`src/rtl/tff_bank_ctrl_if.sv`:
```
// Purpose: groups the run-control, status and T_FF bank signals of tff_bank_ctrl.
// Latency: none, this file only bundles signals.
// Backpressure: none. The master drives start/stop/mode/limit/q_in and the slave (the controller) drives t_out/busy/done/err/step_cnt.
interface tff_bank_ctrl_if #(
    parameter int WIDTH = 4
);
    logic             start;     // one-cycle run request
    logic             stop;      // early-termination request (level)
    logic [1:0]       mode;      // 00 up, 01 down, 10 Gray, 11 walking
    logic [WIDTH-1:0] limit;     // number of steps to run
    logic [WIDTH-1:0] q_in;      // q outputs of the T_FF bank
    logic [WIDTH-1:0] t_out;     // t inputs of the T_FF bank
    logic             busy;      // run in progress
    logic             done;      // one-cycle end-of-run pulse
    logic             err;       // read-back mismatch flag
    logic [WIDTH-1:0] step_cnt;  // steps completed

    modport master (
        output start, stop, mode, limit, q_in,
        input  t_out, busy, done, err, step_cnt
    );

    modport slave (
        input  start, stop, mode, limit, q_in,
        output t_out, busy, done, err, step_cnt
    );
endinterface

```
`src/rtl/tff_bank_ctrl.sv`:
```
// Purpose: drives the t inputs of a WIDTH-cell T_FF bank so it walks an up, down, Gray or walking-toggle sequence.
// Latency: done rises 3+2*L clocks after the edge that launches start, where L is the number of steps; one step every 2 clocks.
// Backpressure: start is ignored while busy; stop ends the run at the next decision point (CLR_CHK or CHECK).
//
// Ports: clk (shared with the bank), rstn (async active-low), bus (tff_bank_ctrl_if.slave):
//   start/stop/mode/limit in, q_in in from the bank, t_out out to the bank, busy/done/err/step_cnt status.
// Optional macro TFF_BANK_CTRL_CHECK_EN: compares q_in with the expected code and raises a sticky err on mismatch.
// When the macro is not defined, err stays 0. The state sequence and the timing are the same in both builds.
module tff_bank_ctrl #(
    parameter int WIDTH = 4
) (
    input  logic           clk,
    input  logic           rstn,
    tff_bank_ctrl_if.slave bus
);
    localparam int PW = (WIDTH > 1) ? $clog2(WIDTH) : 1;

    typedef enum logic [2:0] {
        S_IDLE,
        S_CLR,
        S_CLR_CHK,
        S_ISSUE,
        S_CHECK,
        S_DONE
    } state_t;

    state_t           state_q, state_d;
    logic [1:0]       mode_q, mode_d;
    logic [WIDTH-1:0] limit_q, limit_d;
    logic [WIDTH-1:0] t_q, t_d;
    logic [WIDTH-1:0] exp_q, exp_d;     // code the bank should hold after the last issued step
    logic [WIDTH-1:0] n_q, n_d;         // step index driving the Gray code
    logic [PW-1:0]    wpos_q, wpos_d;   // n mod WIDTH, kept as a wrapping counter
    logic [WIDTH-1:0] cnt_q, cnt_d;
    logic             err_q, err_d;
    logic             stop_q, stop_d;   // remembers a stop seen since acceptance

    logic             stop_req;
    logic             mismatch;
    logic [WIDTH-1:0] n_nx, cnt_nx, src_n, gray_in, one_hot, mask;
    logic [PW-1:0]    wpos_nx, src_w;

    assign stop_req = stop_q | bus.stop;
    assign n_nx     = n_q + WIDTH'(1);
    assign cnt_nx   = cnt_q + WIDTH'(1);
    assign wpos_nx  = (wpos_q == PW'(WIDTH - 1)) ? '0 : wpos_q + PW'(1);

    // Toggle mask for the next step. In CHECK the step index has not been
    // committed yet, so the incremented values are used.
    always_comb begin
        src_n   = (state_q == S_CHECK) ? n_nx : n_q;
        src_w   = (state_q == S_CHECK) ? wpos_nx : wpos_q;
        gray_in = src_n + WIDTH'(1);
        one_hot = '0;
        one_hot[src_w] = 1'b1;
        case (mode_q)
            2'b00:   mask = exp_q ^ (exp_q + WIDTH'(1));
            2'b01:   mask = exp_q ^ (exp_q - WIDTH'(1));
            2'b10:   mask = exp_q ^ (gray_in ^ (gray_in >> 1));
            default: mask = one_hot;
        endcase
    end

`ifdef TFF_BANK_CTRL_CHECK_EN
    always_comb begin
        mismatch = 1'b0;
        if (state_q == S_CLR_CHK) begin
            mismatch = (bus.q_in != '0);
        end else if (state_q == S_CHECK) begin
            mismatch = (bus.q_in != exp_q);
        end
    end
`else
    assign mismatch = 1'b0;
`endif

    always_comb begin
        state_d = state_q;
        mode_d  = mode_q;
        limit_d = limit_q;
        t_d     = '0;          // t is a single-cycle pulse unless a state loads it
        exp_d   = exp_q;
        n_d     = n_q;
        wpos_d  = wpos_q;
        cnt_d   = cnt_q;
        err_d   = err_q;
        stop_d  = stop_q;
        if (state_q != S_IDLE) begin
            stop_d = stop_req;
        end
        case (state_q)
            S_IDLE: begin
                if (bus.start) begin
                    mode_d  = bus.mode;
                    limit_d = bus.limit;
                    err_d   = 1'b0;
                    cnt_d   = '0;
                    exp_d   = '0;
                    n_d     = '0;
                    wpos_d  = '0;
                    stop_d  = bus.stop;   // start+stop together still ends at CLR_CHK
                    t_d     = bus.q_in;   // toggling every set bit drives the bank to 0
                    state_d = S_CLR;
                end
            end
            S_CLR: begin
                state_d = S_CLR_CHK;
            end
            S_CLR_CHK: begin
                if (mismatch) begin
                    err_d = 1'b1;
                end
                if (mismatch || (limit_q == '0) || stop_req) begin
                    state_d = S_DONE;
                end else begin
                    t_d     = mask;
                    state_d = S_ISSUE;
                end
            end
            S_ISSUE: begin
                exp_d   = exp_q ^ t_q;
                state_d = S_CHECK;
            end
            S_CHECK: begin
                cnt_d  = cnt_nx;
                n_d    = n_nx;
                wpos_d = wpos_nx;
                if (mismatch) begin
                    err_d = 1'b1;
                end
                if (mismatch || (cnt_nx == limit_q) || stop_req) begin
                    state_d = S_DONE;
                end else begin
                    t_d     = mask;
                    state_d = S_ISSUE;
                end
            end
            S_DONE: begin
                state_d = S_IDLE;
            end
            default: begin
                state_d = S_IDLE;
            end
        endcase
    end

    always_ff @(posedge clk or negedge rstn) begin
        if (!rstn) begin
            state_q <= S_IDLE;
            mode_q  <= 2'b00;
            limit_q <= '0;
            t_q     <= '0;
            exp_q   <= '0;
            n_q     <= '0;
            wpos_q  <= '0;
            cnt_q   <= '0;
            err_q   <= 1'b0;
            stop_q  <= 1'b0;
        end else begin
            state_q <= state_d;
            mode_q  <= mode_d;
            limit_q <= limit_d;
            t_q     <= t_d;
            exp_q   <= exp_d;
            n_q     <= n_d;
            wpos_q  <= wpos_d;
            cnt_q   <= cnt_d;
            err_q   <= err_d;
            stop_q  <= stop_d;
        end
    end

    // busy and done decode the state register directly, so a reset clears them at once.
    assign bus.t_out    = t_q;
    assign bus.busy     = (state_q != S_IDLE);
    assign bus.done     = (state_q == S_DONE);
    assign bus.err      = err_q;
    assign bus.step_cnt = cnt_q;
endmodule

```
`src/flat_wrapper.sv`:
```
// flat-port wrapper written by rule: the top's interface ports become plain ports
module tff_bank_ctrl_flat 
#(
    parameter int WIDTH = 4
)
  (clk, rstn, bus_start, bus_stop, bus_mode, bus_limit, bus_q_in, bus_t_out, bus_busy, bus_done, bus_err, bus_step_cnt);
  tff_bank_ctrl_if #(.WIDTH(WIDTH)) bus_i ();
  input  logic clk;
  input  logic rstn;
  input wire logic [$bits(bus_i.start)-1:0] bus_start;
  input wire logic [$bits(bus_i.stop)-1:0] bus_stop;
  input wire logic [$bits(bus_i.mode)-1:0] bus_mode;
  input wire logic [$bits(bus_i.limit)-1:0] bus_limit;
  input wire logic [$bits(bus_i.q_in)-1:0] bus_q_in;
  output wire logic [$bits(bus_i.t_out)-1:0] bus_t_out;
  output wire logic [$bits(bus_i.busy)-1:0] bus_busy;
  output wire logic [$bits(bus_i.done)-1:0] bus_done;
  output wire logic [$bits(bus_i.err)-1:0] bus_err;
  output wire logic [$bits(bus_i.step_cnt)-1:0] bus_step_cnt;
  assign bus_i.start = bus_start;
  assign bus_i.stop = bus_stop;
  assign bus_i.mode = bus_mode;
  assign bus_i.limit = bus_limit;
  assign bus_i.q_in = bus_q_in;
  assign bus_t_out = bus_i.t_out;
  assign bus_busy = bus_i.busy;
  assign bus_done = bus_i.done;
  assign bus_err = bus_i.err;
  assign bus_step_cnt = bus_i.step_cnt;
  tff_bank_ctrl #(.WIDTH(WIDTH)) u_core (.clk(clk), .rstn(rstn), .bus(bus_i));
endmodule
```
`config.mk`:
```
export PLATFORM = sky130hd
export DESIGN_NAME = tff_bank_ctrl_flat
export DESIGN_NICKNAME = d
export VERILOG_FILES = /design/src/rtl/tff_bank_ctrl_if.sv /design/src/rtl/tff_bank_ctrl.sv /design/src/flat_wrapper.sv
export SDC_FILE = /design/constraint.sdc
export NUM_CORES = 1
export LEC_CHECK = 0
export ABC_AREA = 0
export CORE_MARGIN = 8
export CORE_UTILIZATION = 50
export CTS_BUF_LIST = sky130_fd_sc_hd__clkbuf_16
export DETAILED_ROUTE_END_ITERATION = 10
export DONT_BUFFER_PORTS = 1
export PLACE_DENSITY_LB_ADDON = 0.2
export SLEW_MARGIN = 20
export SYNTH_ARGS = -nofsm -noshare
export SYNTH_HDL_FRONTEND = slang
export SYNTH_SLANG_ARGS = --single-unit
export TNS_END_PERCENT = 5
```
`constraint.sdc`:
```
create_clock -name clk -period 2.85 [get_ports clk]
set_input_delay 0.1425 -clock clk [delete_from_list [all_inputs] [get_ports clk]]
set_output_delay 0.1425 -clock clk [all_outputs]
set_load 0.01 [all_outputs]
```
==> results of run 1 <==
area by class of cell:
| class | instances | share of cell area [%] |
|---|---|---|
| timing repair buffer | 9 | 4.59 |
| tap | 48 | 3.06 |
| inverter | 8 | 2.17 |
| sequential | 28 | 35.7 |
| clock buffer | 3 | 3.82 |
| multi-input combinational | 155 | 50.7 |
cells by family after synthesis:
logic type	synth area share (%)
adder cells (fa/ha/maj)	4.83
AND/OR/NAND/NOR	19.7
other	0.207
AO/OA/AOI/OAI	18.2
multiplexers	0.553
flip-flops	38.7
XOR/XNOR	11.5
buffers and inverters	6.35
cell usage in the layout (no fill, tap or decap), drive strengths merged, types with 2 or more instances in the layout:
cell type    Yosys  routed
xnor2           13      13
clkbuf           9       3
nor3b            2       2
dfrtp           28      28
a21oi           13      13
or3b             2       2
xor2            10      10
o211ai           3       3
buf              4       5
nor4             4       4
o21ai           16      16
o22ai            3       3
and3             3       3
a31oi            5       5
dlygate4sd3      0       4
nand2           35      35
nor3             5       5
nand3            5       5
inv              7       7
nand4            4       4
nor2            10      10
ha               7       7
path summary, 6_finish.rpt:
| kind | slack (ns) | endpoint | startpoint | depth (start not counted) |
|---|---|---|---|---|
| max reg2reg | 0.22 | u_core.bus.t_out[2]$_DFF_PN0_ | u_core.state_q[0]$_DFFE_PN0P_ | 9 |
| min in group asynchronous | 0.32 | u_core.limit_q[3]$_DFFE_PN0P_ | rstn | 2 |
| max in group asynchronous | 2.37 | u_core.exp_q[3]$_DFFE_PN0P_ | rstn | 2 |
| max | 0.22 | u_core.bus.t_out[2]$_DFF_PN0_ | u_core.state_q[0]$_DFFE_PN0P_ | 9 |
| min reg2reg | 0.54 | u_core.limit_q[3]$_DFFE_PN0P_ | u_core.limit_q[3]$_DFFE_PN0P_ | 2 |
| min | 0.003 | u_core.limit_q[0]$_DFFE_PN0P_ | bus_limit[0] | 2 |
metrics by stage:
| step | utilization (%) | hold slack, ns | std cells | setup slack, ns |
|---|---|---|---|---|
| after floorplan | - | -0.153 | 204 | 0.251 |
| after global placement | 51.1 | -0.152 | 243 | 0.318 |
| after detailed placement | 51.1 | -0.152 | 243 | 0.217 |
| after CTS | 54.9 | 0.00110 | 251 | 0.208 |
| after global routing | 54.9 | 0.00168 | 251 | 0.0988 |
| final | 54.9 | 0.00318 | 251 | 0.220 |
state kept, by name (all words and copies together), names as in the netlist:
| register | flops |
|---|---|
| u_core.n_q | 4 |
| u_core.mode_q | 2 |
| u_core.stop_q | 1 |
| u_core.bus.step_cnt | 4 |
| u_core.state_q | 3 |
| u_core.exp_q | 4 |
| u_core.bus.t_out | 4 |
| u_core.wpos_q | 2 |
| u_core.limit_q | 4 |
routing by layer:
layer  track usage, %  part of all wire [%]  vias to the layer above
li1                 -                     -                      711
met3             3.07                   4.5                        6
met5                0                     0                        -
met2             23.7                    49                       29
met1             16.3                    45                      704
met4             5.58                   1.4                        0
where the power goes:
| group | leakage [nW] | switching (W) | total, W | internal, W |
|---|---|---|---|---|
| Sequential | 0.368 | 0.000206 | 0.000738 | 0.000532 |
| Clock | 0.0370 | 0.000120 | 0.000306 | 0.000186 |
| Combinational | 0.481 | 0.000570 | 0.00102 | 0.000448 |
| Total | 0.886 | 0.000896 | 0.00206 | 0.00117 |
==> summary.txt, run 1 <==
Synth
  • Yosys cell types: 45
  • Syn Area/Cell: roughly 8.9 um^2
  • Mapped Cells: between 200 and 250
  • Post-synth EDFFs: 0
  • Syn Std Cell Area: 0.00181 mm^2
  • Dominant cell type by area after synthesis: dfrtp_1
  • Seq cells post-synth: 28
  • Top_reg_cell synth: dfrtp_1
  • Ys async rst share: 100%
  • Syn. warnings: 0
  • Syn_nets: roughly 230
  • Sequential share of the synthesized area: between 30% and 40%
  • Synth area leaders: dfrtp_1, nand2_1, xnor2_1, ha_1, xor2_1
  • Top-area cell type share of the netlist area: 38.7%
  • Most common cell in the netlist: nand2_1
  • Post-synth top cells: nand2_1, dfrtp_1, a21oi_1

Timing
  • Final period util: slightly above 90%
  • Final hold vios: 0
  • Slew Viols, Final: 0
  • Clock Skew: 0.00257 ns
  • RSZ-0062 raised after global routing: no
  • TNS Setup: 0 ns
  • Worst-Margin Slew: 0.557 ns
  • Post-route minimum period: around 2.6 ns
  • Slew headroom: 62.5%
  • Final setup violating endpoints: 0
  • Fmax achieved: 0.380 GHz

GRT
  • First-pass GRT wire length: 6730 um
  • Largest net degree at the start of global routing: 29
  • GRT Total Usage: 13.8%
  • Initial antenna violation count: 0
  • Vias in the first global route: 1482
  • GRT overflow: 0

Clock tree
  • Hold_buf cts: 5
  • Deepest clock path buffer count: 2
  • Reg clk slew, reported paths: 0.06 ns
  • H-tree depth: 1
  • Skew-Pair Late Insertion Delay: 0.26 ns
  • Post-CTS Setup Inserts: 0
  • CTS tree: built
  • Root Driver: clkbuf_16
  • Num CTS Buffers: 3
  • Post-CTS Resized: 0
  • CTS sink cnt: 28

Route
  • ANT nets after route: 0
  • Post-route DRC: 0
  • Final WL: 3950 um
  • Initial DRT Pass Iterations: 4
  • Detailed-route via count: 1450
  • Avg WL per Cell: 15.7 um
  • Post-DR vias/cell: slightly below 6
  • DRT iter0 DRCs: 115

Power
  • Leak: 0.886 nW
  • Worst IR Drop VDD: approximately 0.00054 V
  • Pwr Density: 1050 mW/mm^2
  • Total Power: 0.00206 W

Die
  • Die Wd: 76.2 um
  • Standard-cell rows: 22
  • Initial Utilization: 50.6%
  • Ports: 25
  • Full die area: 0.00581 mm^2
  • CORE AREA: between 0.003 and 0.004 mm^2
  • Die height: around 76 um

Critical path
  • Delay-heaviest family, CP: simple AND/OR/NAND/NOR gates
  • Most frequent CP cell: or3b_1
  • Crit path required time: 3.01 ns
  • Highest-delay cell along the critical path: or3b_1
  • Element type at the critical path end: flop
  • Crit path cell chain: or3b_1 > clkinv_8 > ha_1 > or3b_1 > or2_1 > a31oi_4 > xnor2_1 > nor3b_2 > o31ai_2
  • Startpoint class of the critical path: flop
  • Crit path kind: flop to flop
  • Buf+Inv Stages, Crit Path: 1
  • Slowest Stage Delay on Critical Path: 0.49 ns
  • Arrival time of the worst setup path: 2.79 ns
  • Critical path fanouts, max: 14

Final layout
  • Area of the multi-input gates: 996 um^2
  • Post-layout instance area: 0.00196 mm^2
  • Fillers: 329
  • Antenna Cells: 0
  • Layout area overhead: 8.43%
  • Post-layout nets: approximately 230
  • Layout cell share with drive strength beyond 1: roughly 8%
  • Register Area: roughly 700 um^2

Job
  • Max-cap violations: 0

Placed design
  • Dpl hpwl: 2940 um
  • Port-buffer cells: 0
  • Placement Cell Area: ~0.0018 mm^2
  • Final GP Congestion: 0.854

Min path
  • Hold Path Class: primary input to flop

Outcome
  • Status: finished, final reports clean
(Power assumes the default switching activity.)
==> inputs of run 2 (changes only) <==
- CORE_MARGIN: 8 -> 5
==> summary.txt, run 2 (synthesized netlist as in run 1, its figures left out) <==
Timing
  • Post-route minimum period: approximately 2.6 ns
  • Worst-Margin Slew: a little under 0.7 ns
  • Final hold vios: 0
  • TNS Setup: 0 ns
  • Min Hold Slack: 0.00175 ns
  • Fmax achieved: about 0.38 GHz
  • RSZ-0062 raised after global routing: no
  • Slew headroom: 54.5%
  • Final period util: 92.9%
  • Clock Skew: 0.00407 ns
  • Post-route setup slack: 0.203 ns
  • Slew Viols, Final: 0
  • Final setup violating endpoints: 0

Route
  • Routed met2 length: 2070 um
  • Avg WL per Cell: 16.1 um
  • DRT iter0 DRCs: just under 70
  • Met1 wire length: around 1700 um
  • ANT nets after route: 0
  • Detailed-route via count: 1479
  • Max layer used: met4
  • Post-route DRC: 0
  • Post-DR vias/cell: 5.85
  • Initial DRT Pass Iterations: 4
  • DR WL met3: 195 um
  • Final WL: 4070 um

Clock tree
  • Num CTS Buffers: 3
  • Deepest clock path buffer count: 2
  • Reg clk slew, reported paths: 0.07 ns
  • CTS tree: built
  • H-tree depth: 1
  • Skew-Pair Late Insertion Delay: roughly 0.26 ns
  • CTS sink cnt: 28
  • Root Driver: clkbuf_16

Outcome
  • Status: finished, final reports clean

Critical path
  • Crit path required time: 3.03 ns
  • Crit path cell chain: or3b_1 > clkinv_8 > ha_1 > or3b_1 > or2_1 > a31oi_4 > xnor2_1 > nor3b_2 > o31ai_2
  • Reg2Reg Setup Slack: 0.20 ns
  • Highest-delay cell along the critical path: or3b_1
  • Slowest Stage Delay on Critical Path: 0.48 ns
  • Startpoint class of the critical path: flop
  • Arrival time of the worst setup path: 2.82 ns
  • Most frequent CP cell: or3b_1
  • Critical path fanouts, max: 14
  • Element type at the critical path end: flop
  • Crit path kind: flop to flop

Power
  • Pwr Density: approximately 1100 mW/mm^2
  • Leak: just over 0.9 nW
  • Worst IR Drop VDD: ~0.00056 V

Die
  • Ports: 25
  • Die height: 70.2 um
  • Full die area: 0.00493 mm^2
  • Standard-cell rows: 21
  • Die Wd: 70.2 um
  • CORE AREA: around 0.0034 mm^2
  • Initial Utilization: 53.0%

GRT
  • Initial antenna violation count: 0
  • Vias in the first global route: roughly 1500
  • Largest net degree at the start of global routing: 29
  • GRT Total Usage: a little under a fifth
  • First-pass GRT wire length: 7160 um
  • GRT overflow: 0

Final layout
  • Layout cell share with drive strength beyond 1: 8.70%
  • Antenna Cells: 0
  • Commonest non-fill, non-tap cell in the layout: nand2_1
  • Fillers: 302
  • Commonest cells after routing, fill and taps aside: nand2_1, dfrtp_1, a21oi_1
  • Post-layout nets: 229
  • Layout area overhead: 11.5%

Min path
  • Hold Path Class: primary input to flop

Job
  • Max-cap violations: 0

Placed design
  • Final GP Congestion: 0.917
  • Port-buffer cells: 0
  • Place WS: 0.231 ns
  • Dpl hpwl: 3050 um
[run 2: metrics by stage]
| step | std cells | utilization, % | cell area [um^2] | total power [W] |
|---|---|---|---|---|
| 6_report | 253 | 59.1 | 2020 | 0.00221 |
| 5_1_grt | 253 | 59.1 | 2020 | 0.00238 |
| 4_1_cts | 253 | 59.1 | 2020 | 0.00222 |
| 3_5_place_dp | 242 | 53.7 | 1830 | 0.00178 |
| 3_3_place_gp | 242 | 53.7 | 1830 | 0.00172 |
| 2_1_floorplan | 204 | - | 1810 | 0.00156 |
[run 2: final cells by class]
type                       count  area (um^2)  area share (%)
multi-input combinational    155          996            49.3
sequential                    28          701            34.7
timing repair buffer          12          118            5.82
clock buffer                   3         75.1            3.72
tap                           46         57.6            2.85
inverter                       8         42.5            2.11
clock inverter                 1         30.0            1.49
[run 2: worst max-delay path: cells and delay by family (launching register included)]
family          cells  cell delay, ns
xor+xnor            1            0.17
buf+inv             1            0.13
compound gates      2            0.40
fa+ha+maj           1            0.28
simple gates        4            1.20
flops               1            0.37
[run 2: path summary, 6_finish.rpt]
kind / depth (start not counted) / from / end
hold reg to reg: 2 / u_core.limit_q[2]$_DFFE_PN0P_ / u_core.limit_q[2]$_DFFE_PN0P_
hold / removal: 2 / bus_q_in[3] / u_core.bus.t_out[3]$_DFF_PN0_
min in group asynchronous: 2 / rstn / u_core.mode_q[0]$_DFFE_PN0P_
max in group asynchronous: 2 / rstn / u_core.limit_q[1]$_DFFE_PN0P_
setup / recovery: 9 / u_core.state_q[0]$_DFFE_PN0P_ / u_core.bus.t_out[2]$_DFF_PN0_
setup reg to reg: 9 / u_core.state_q[0]$_DFFE_PN0P_ / u_core.bus.t_out[2]$_DFF_PN0_
[run 2: layer usage]
layer | GRT usage [%] | vias to the layer above
met5 | 0 | -
met4 | 5.74 | 0
met3 | 4.73 | 8
li1 | - | 720
met2 | 32.2 | 40
met1 | 21.0 | 711
[run 2: what timing repair did]
action	in CTS	in global routing
gates resized for setup	0	0
endpoints found under the hold margin	33	0
endpoints found under the setup margin	0	0
hold buffers	7	0
buffers inserted	0	0
[run 2: where the power goes]
part | internal, W | switching (W) | leakage (nW)
registers | 0.000531 | 0.000208 | 0.368
clock network | 0.000280 | 0.000138 | 0.0511
logic | 0.000456 | 0.000593 | 0.495
==> inputs of run 3 (changes only) <==
- clock period: 2.85 -> 2.49 ns (I/O delays scaled with it)
==> summary.txt, run 3 (synthesized netlist as in run 1, its figures left out) <==
Outcome
  • Status: finished, violations left
  • Failing checks: negative hold slack

Route
  • DRT iter0 DRCs: 100
  • Final WL: 4320 um
  • ANT nets after route: 0
  • Avg WL per Cell: 16.8 um
  • Initial DRT Pass Iterations: 4
  • Post-route DRC: 0
  • Post-DR vias/cell: 5.73
  • Detailed-route via count: 1473

GRT
  • First-pass GRT wire length: 7400 um
  • GRT overflow: 0
  • Vias in the first global route: between 1500 and 2000
  • GRT Total Usage: 18.5%
  • Largest net degree at the start of global routing: 29
  • Initial antenna violation count: 0

Final layout
  • Antenna Cells: 0
  • Layout area overhead: 13.6%
  • Commonest cells after routing, fill and taps aside: nand2_1, dfrtp_1, a21oi_1
  • Final core area utilization: 60.3%
  • Fillers: 295
  • Register Area: 701 um^2
  • Layout cell share with drive strength beyond 1: 10.9%
  • Post-layout nets: 233
  • Area of the multi-input gates: 0.00102 mm^2
  • Commonest non-fill, non-tap cell in the layout: nand2_1

Timing
  • Slew Viols, Final: 0
  • Final hold vios: 1
  • Final period util: 98.7%
  • Min Hold Slack: -0.00353 ns
  • TNS Setup: 0 ns
  • RSZ-0062 raised after global routing: yes
  • Post-route minimum period: 2.46 ns
  • Slew headroom: 60.9%
  • Clock Skew: 0.00379 ns
  • Fmax achieved: ~0.41 GHz
  • Final setup violating endpoints: 0
  • Worst-Margin Slew: 0.582 ns

Critical path
  • Crit path kind: flop to flop
  • Element type at the critical path end: flop
  • RR Startpoint: u_core.state_q[1]$_DFFE_PN0P_
  • Critical path fanouts, max: 4
  • Worst reg2reg path depth: 9
  • Worst R2R End: u_core.bus.t_out[3]$_DFF_PN0_
  • Startpoint class of the critical path: flop
  • Reg2Reg Setup Slack: 0.03 ns
  • Crit path required time: 2.63 ns
  • Arrival time of the worst setup path: 2.60 ns

Clock tree
  • Num CTS Buffers: 3
  • Deepest clock path buffer count: 2
  • Skew-Pair Late Insertion Delay: 0.26 ns
  • Root Driver: clkbuf_16
  • H-tree depth: 1
  • Post-CTS Setup Inserts: 0
  • Reg clk slew, reported paths: 0.07 ns
  • CTS sink cnt: 28
  • CTS tree: built

Die
  • Initial Utilization: 53.0%
  • CORE AREA: 0.00342 mm^2
  • Die height: between 70 and 80 um
  • Full die area: 0.00493 mm^2
  • Die Wd: 70.2 um
  • Standard-cell rows: 21
  • Ports: 25

Placed design
  • Dpl hpwl: about 3100 um
  • Final GP Congestion: 0.829
  • Port-buffer cells: 0

Job
  • Max-cap violations: 0

Min path
  • Hold worst-path end: u_core.bus.t_out[3]$_DFF_PN0_
  • Hold Path Class: primary input to flop
  • Hold Path Cell Cnt: 2
  • Hold Crit Start: bus_q_in[3]

Power
  • Pwr Density: about 1200 mW/mm^2
  • Worst IR Drop VDD: 0.000550 V
  • Leak: 0.926 nW
-- run 3: worst max-delay path by stage --
stage / end / start / slack (ns) / depth (start not counted)
floorplan: u_core.bus.t_out[2]$_DFF_PN0_ / u_core.state_q[0]$_DFFE_PN0P_ / -0.02 / 11
global placement: u_core.bus.t_out[3]$_DFF_PN0_ / u_core.state_q[0]$_DFFE_PN0P_ / 0.06 / 9
detailed placement: u_core.bus.t_out[2]$_DFF_PN0_ / u_core.state_q[0]$_DFFE_PN0P_ / -0.05 / 11
CTS: u_core.bus.t_out[2]$_DFF_PN0_ / u_core.state_q[0]$_DFFE_PN0P_ / 0.03 / 11
global route: u_core.bus.t_out[3]$_DFF_PN0_ / u_core.state_q[1]$_DFFE_PN0P_ / -0.04 / 9
finish: u_core.bus.t_out[3]$_DFF_PN0_ / u_core.state_q[1]$_DFFE_PN0P_ / 0.03 / 9
-- run 3: final cells by class --
cell class	instances	share of cell area (%)
Inverter	8	2.07
Clock inverter	1	0.182
Multi-Input combinational cell	155	49.7
Clock buffer	3	3.65
Timing Repair Buffer	16	7.54
Tap cell	46	2.80
Sequential cell	28	34.0
-- run 3: repair_timing --
item | in CTS | in global routing
gates cloned | 0 | 0
pin swaps | 0 | 5
hold buffers | 10 | 0
hold endpoints to repair | 36 | 0
endpoints found under the setup margin | 2 | 3
gates resized for setup | 1 | 3
-- run 3: per-layer routing --
layer | track usage (%) | share of wire [%]
met2 | 29.2 | 48
met4 | 7.66 | 1.2
met5 | 0 | 0
met1 | 24.8 | 47
met3 | 3.73 | 3.6
-- run 3: through the flow --
stage               power (W)  instance area, um^2  instances  worst slack [ns]
floorplan             0.00179                 1820        204           -0.0220
global placement      0.00198                 1850        243            0.0596
detailed placement    0.00204                 1850        243           -0.0458
CTS                   0.00245                 2050        257            0.0329
global route          0.00265                 2060        257           -0.0362
finish                0.00247                 2060        257            0.0333
-- run 3: power by group --
part / internal [W] / switching [W] / leakage, nW
Combinational: 0.000558 / 0.000680 / 0.519
Sequential: 0.000608 / 0.000247 / 0.368
Clock: 0.000216 / 0.000160 / 0.0385
Total: 0.00138 / 0.00109 / 0.926
-- run 3: critical path: stages (launching register included) --
cell and delay [ns]:
dfrtp_1 0.38, or3b_4 0.44, clkinv_8 0.06, ha_4 0.20, or3b_4 0.39, or2_4 0.25
a31oi_4 0.22, xnor2_1 0.10, a31oi_1 0.20, o21ai_1 0.09
